===== src/rtl/ld_stream_dispatch.sv =====
// ld_stream_dispatch: frames one tile command plus a DMA beat stream into start/act/wgt/done for the tile-load controller.
// Optional LD_DISPATCH_PERF_EN adds perf_stall_cnt, counting stream-starved cycles inside the beat phases.
module ld_stream_dispatch #(
    parameter int DATA_W = 512,
    parameter int CNT_W  = 16
) (
    input  logic              clk,
    input  logic              rst_n,
    input  logic              cmd_valid,
    output logic              cmd_ready,
    input  logic [CNT_W-1:0]  cmd_act_times,
    input  logic [CNT_W-1:0]  cmd_bs_wgt_times,
    input  logic [CNT_W-1:0]  cmd_bp_wgt_times,
    input  logic [DATA_W-1:0] s_data,
    input  logic              s_valid,
    output logic              s_ready,
    output logic [CNT_W-1:0]  bw_act_times,
    output logic [CNT_W-1:0]  bs_bw_wgt_times,
    output logic [CNT_W-1:0]  bp_bw_wgt_times,
    output logic              ld_tile_start,
    output logic              ld_valid_act,
    output logic              ld_valid_wgt,
    output logic [DATA_W-1:0] ld_data,
    input  logic              ld_tile_end,
    output logic              tile_done,
    output logic              err_zero_len,
`ifdef LD_DISPATCH_PERF_EN
    output logic [31:0]       perf_stall_cnt,
`endif
    output logic              busy
);
    typedef enum logic [2:0] {IDLE, START, ACT, BS_WGT, BP_WGT, WAIT_END} state_t;

    state_t              state_q, state_d;
    logic [CNT_W-1:0]    beat_cnt_q, beat_cnt_d;
    logic [CNT_W-1:0]    act_q, bs_q, bp_q, cur_times;
    logic [DATA_W-1:0]   data_q;
    logic                vact_q, vwgt_q, done_q, err_q;
    logic                phase, beat, last, accept, zero_len;

    assign phase     = (state_q == ACT) || (state_q == BS_WGT) || (state_q == BP_WGT);
    assign cur_times = (state_q == ACT) ? act_q : (state_q == BS_WGT) ? bs_q : bp_q;
    assign beat      = s_valid && phase;
    assign last      = beat && (beat_cnt_q == cur_times - CNT_W'(1));
    assign accept    = (state_q == IDLE) && cmd_valid;
    assign zero_len  = (cmd_act_times == '0) || (cmd_bs_wgt_times == '0) || (cmd_bp_wgt_times == '0);

    always_comb begin
        state_d    = state_q;
        beat_cnt_d = beat ? (last ? '0 : beat_cnt_q + CNT_W'(1)) : beat_cnt_q;
        case (state_q)
            IDLE:     state_d = (accept && !zero_len) ? START : IDLE;
            START:    state_d = ACT;
            ACT:      state_d = last ? BS_WGT : ACT;
            BS_WGT:   state_d = last ? BP_WGT : BS_WGT;
            BP_WGT:   state_d = last ? WAIT_END : BP_WGT;
            WAIT_END: state_d = ld_tile_end ? IDLE : WAIT_END;
            default:  state_d = IDLE;
        endcase
    end

    always_ff @(posedge clk) begin
        if (!rst_n) begin
            state_q    <= IDLE;
            beat_cnt_q <= '0;
            act_q      <= '0;
            bs_q       <= '0;
            bp_q       <= '0;
            data_q     <= '0;
            vact_q     <= 1'b0;
            vwgt_q     <= 1'b0;
            done_q     <= 1'b0;
            err_q      <= 1'b0;
        end else begin
            state_q    <= state_d;
            beat_cnt_q <= beat_cnt_d;
            // Counts are latched even for a rejected command so the controller sees what was asked for.
            if (accept) begin
                act_q <= cmd_act_times;
                bs_q  <= cmd_bs_wgt_times;
                bp_q  <= cmd_bp_wgt_times;
            end
            if (beat) data_q <= s_data;
            vact_q <= beat && (state_q == ACT);
            vwgt_q <= beat && (state_q != ACT);
            done_q <= (state_q == WAIT_END) && ld_tile_end;
            err_q  <= accept && zero_len;
        end
    end

`ifdef LD_DISPATCH_PERF_EN
    logic [31:0] stall_q;
    always_ff @(posedge clk) begin
        if (!rst_n) stall_q <= '0;
        else if (phase && !s_valid && stall_q != 32'hFFFF_FFFF) stall_q <= stall_q + 32'd1;
    end
    assign perf_stall_cnt = stall_q;
`endif

    assign cmd_ready       = (state_q == IDLE);
    assign s_ready         = phase;
    assign busy            = (state_q != IDLE);
    assign ld_tile_start   = (state_q == START);
    assign ld_valid_act    = vact_q;
    assign ld_valid_wgt    = vwgt_q;
    assign ld_data         = data_q;
    assign tile_done       = done_q;
    assign err_zero_len    = err_q;
    assign bw_act_times    = act_q;
    assign bs_bw_wgt_times = bs_q;
    assign bp_bw_wgt_times = bp_q;
endmodule


===== config.mk =====
export PLATFORM = sky130hd
export DESIGN_NAME = ld_stream_dispatch
export DESIGN_NICKNAME = d
export VERILOG_FILES = /design/src/rtl/ld_stream_dispatch.sv
export SDC_FILE = /design/constraint.sdc
export NUM_CORES = 1
export LEC_CHECK = 0
export BUFFER_PORTS_ARGS = -buffer_cell sky130_fd_sc_hd__buf_2
export CAP_MARGIN = 15
export CORE_AREA = 2 2 437 439
export DETAILED_ROUTE_END_ITERATION = 8
export DIE_AREA = 0 0 439 441
export PLACE_DENSITY = 0.33
export RECOVER_POWER = 50
export SETUP_SLACK_MARGIN = 0.5
export SYNTH_ARGS = -nofsm -noshare
export SYNTH_HDL_FRONTEND = slang
export SYNTH_SLANG_ARGS = --single-unit

===== constraint.sdc =====
create_clock -name clk -period 5.8 [get_ports clk]
set_clock_uncertainty 0.15 [all_clocks]
set_input_delay 0.29 -clock clk [delete_from_list [all_inputs] [get_ports clk]]
set_output_delay 0.29 -clock clk [all_outputs]
set_load 0.05 [all_outputs]

==> impl_metrics.env <==
export IMPL_status="finished, violations left"
export IMPL_failed_checks="max-capacitance violations, max-slew violations"
export IMPL_drive_above_1_share_pct=17.5
export IMPL_syn_inst=2712
export IMPL_met1_usage_pct=14.8
export IMPL_htreeDepth=3
export IMPL_worst_pin_slew_ps=1860
export IMPL_hold_end="ld_data[3]"
export IMPL_grt_usage_pct=12.7
export IMPL_drcViolationCount=0
export IMPL_synth_edff_count=0
export IMPL_vias_per_cell=3.57
export IMPL_ir_worst_vdd_mv=0.207
export IMPL_initial_utilization_pct=12.0
export IMPL_clock_fmax_mhz=225
export IMPL_most_common_layout_cells="1143 x nand2_1, 583 x dfxtp_1, 581 x clkbuf_1, 567 x buf_2"
export IMPL_min_from="rst_n"
export IMPL_drt_iter0_drc=1161
export IMPL_die_w_um=439
export IMPL_cp_data_required_time_ps=6250
export IMPL_fin_nets=4878
export IMPL_wl_per_cell_um=18.8
export IMPL_worstReg2RegStart="state_q[0]"
export IMPL_slew_headroom_pct=-24.1
export IMPL_synthFlopType="dfxtp_1"
export IMPL_leakagePower_nw=14.0
export IMPL_crit_type="reg2reg"
export IMPL_pin_count=1133
export IMPL_grt_pass1_vias=25000
export IMPL_cp_arrival_ps=4900
export IMPL_cts_max_path_buffers=3
export IMPL_yosys_register_bits=583
export IMPL_die_y_um=441
export IMPL_overflow=0
export IMPL_cp_max_fo=139
export IMPL_yosysUniqueCellTypes=63
export IMPL_synth_top_cells_by_area="dfxtp_1 51%, nand2_1 19%, a21boi_0 19%"
export IMPL_rrSetupSlack_ps=1350
export IMPL_dp_cells=6176
export IMPL_min_period_ps=4450
export IMPL_cap_violations=1
export IMPL_setup_violations_final=0
export IMPL_synth_nets=3279
export IMPL_synth_area_leader_cell="dfxtp_1"
export IMPL_synth_area_per_cell_um2=8.39
export IMPL_grt_setup_unrepaired="false"
export IMPL_min_path_cells=2
export IMPL_yosys_warnings=0
export IMPL_postCtsSetupBuffers=0
export IMPL_drt_total_wl_um=130000
export IMPL_hpwl_um=98600
export IMPL_grt_start_max_net_pins=173
export IMPL_num_vias=24600
export IMPL_portBuffers=1132
export IMPL_cts_tree="done"
export IMPL_busiest_layer="met2"
export IMPL_crit_path_start_kind="flop"
export IMPL_antenna_found_initial=34
export IMPL_r2r_end="ld_data[233]"
export IMPL_ys_seq_area_share_pct=51.3
export IMPL_ant_nets=0
export IMPL_rows=160
export IMPL_syn_cell_area_um2=22800
export IMPL_final_cell_count_no_fill=6902
export IMPL_use_met2_pct=21.3
export IMPL_final_common_cell="nand2_1"
export IMPL_hold_viol=0
export IMPL_die_area_um2=194000
export IMPL_fp_coreArea_um2=189000
export IMPL_clkSlewWorstSetupHoldPaths_ps=60
export IMPL_synth_async_reset_ratio_pct=0
export IMPL_clk_latency_ps=690
export IMPL_ff2ff_path_depth=6
export IMPL_cts_sinks=583
export IMPL_cellPowerDensity_nw_per_um2=296
export IMPL_dr_pass1_iters=5
export IMPL_root_buffer="clkbuf_16"
export IMPL_grt_pass1_wl_um=180000
export IMPL_cp_end_kind="flop"
export IMPL_synth_top_area_share_pct=51.3
export IMPL_report_final_slew_viol_count=27
export IMPL_cts_made_buffers=82
export IMPL_syn_to_final_growth_pct=70.5
export IMPL_gp_congestion=0.826
export IMPL_tns_ps=0
export IMPL_hold_path_class="in2reg"
export IMPL_fin_crit_sh_pct=76.7
export IMPL_met3_usage_pct=4.08
registers in the layout, indices dropped and copies added, names as in the netlist:
register	cells
ld_data	512
beat_cnt_q	16
bp_bw_wgt_times	16
bs_bw_wgt_times	16
bw_act_times	16
state_q	3
err_zero_len	1
ld_valid_act	1
ld_valid_wgt	1
tile_done	1
synth_stat cells (8+ instances only):
master	count
dfxtp_1	583
xnor2_1	17
nor2_2	10
nand4_1	9
clkbuf_1	186
mux2_4	8
mux2i_1	11
xor2_1	11
nor4_1	16
nor2_1	21
a21boi_0	562
nand2_1	1143
nand3_1	14
mux2_2	11
logic make-up after synthesis:
group                    share of synthesized area, %
AND/OR/NAND/NOR                                  21.7
flip-flops                                       51.3
adder cells (fa/ha/maj)                         0.110
buffers and inverters                            3.64
AO/OA/AOI/OAI                                    20.0
XOR/XNOR                                         1.08
multiplexers                                     2.22
per-layer routing:
layer  routed length (µm)  part of all wire, %  vias to the layer above
li1                     -                    -                    12100
met4                 6070                  4.7                       20
met1                52200                   40                    11500
met2                62200                   48                      759
met3                 8940                  6.9                      226
met5                  250                 0.19                        -
repair_timing:
action	4_1_cts	5_1_grt
endpoints found under the hold margin	566	0
hold buffers	562	0
gates resized for setup	0	0
layout make-up:
| type | instances | area [µm²] |
|---|---|---|
| clock buffers | 111 | 2300 |
| repair buffers | 1715 | 10900 |
| inverters | 4 | 15.0 |
| multi-input cells | 1925 | 10300 |
| diodes | 19 | 47.5 |
| flip-flops and latches | 583 | 11700 |
| well taps | 2511 | 3140 |
| clock inverters | 34 | 494 |
| fillers | 21500 | 150000 |
power breakdown:
group | leakage (nW) | internal [mW] | total (mW) | switching, mW
registers | 4.73 | 4.16 | 4.26 | 0.106
logic | 7.90 | 0.670 | 1.90 | 1.23
clock network | 1.38 | 3.20 | 5.34 | 2.14
total | 14.0 | 8.02 | 11.5 | 3.47
per-stage QoR:
step	worst slack [ps]	power (mW)	hold slack [ps]	cell area, µm²	utilization [%]
final	1350	11.5	67.3	38800	20.5
after detailed placement	1800	5.98	306	31100	16.4
after CTS	1780	11.8	7.88	39500	20.9
after floorplan	2540	5.33	279	22800	-
after global routing	820	12.1	38.6	38800	20.5
after global placement	1750	5.97	299	31100	16.4
worst max path at each step:
stage                     from             endpoint  slack, ps  cells after the start
detailed placement  state_q[0]        beat_cnt_q[3]       1800                     12
global route        state_q[0]           ld_data[4]        820                      6
finish              state_q[0]         ld_data[233]       1350                      6
global placement    state_q[0]        beat_cnt_q[3]       1750                     12
CTS                 state_q[0]        beat_cnt_q[3]       1780                     12
floorplan           state_q[0]  bp_bw_wgt_times[12]       2540                     10
critical path, cell delays in order (launching register included):
cell	delay (ps)
dfxtp_1	680
clkbuf_1	680
o21ai_0	330
nand2_1	1380
buf_12	610
nand2_1	150
a21boi_0	210
Note: power is estimated with default switching activity, not from simulation.
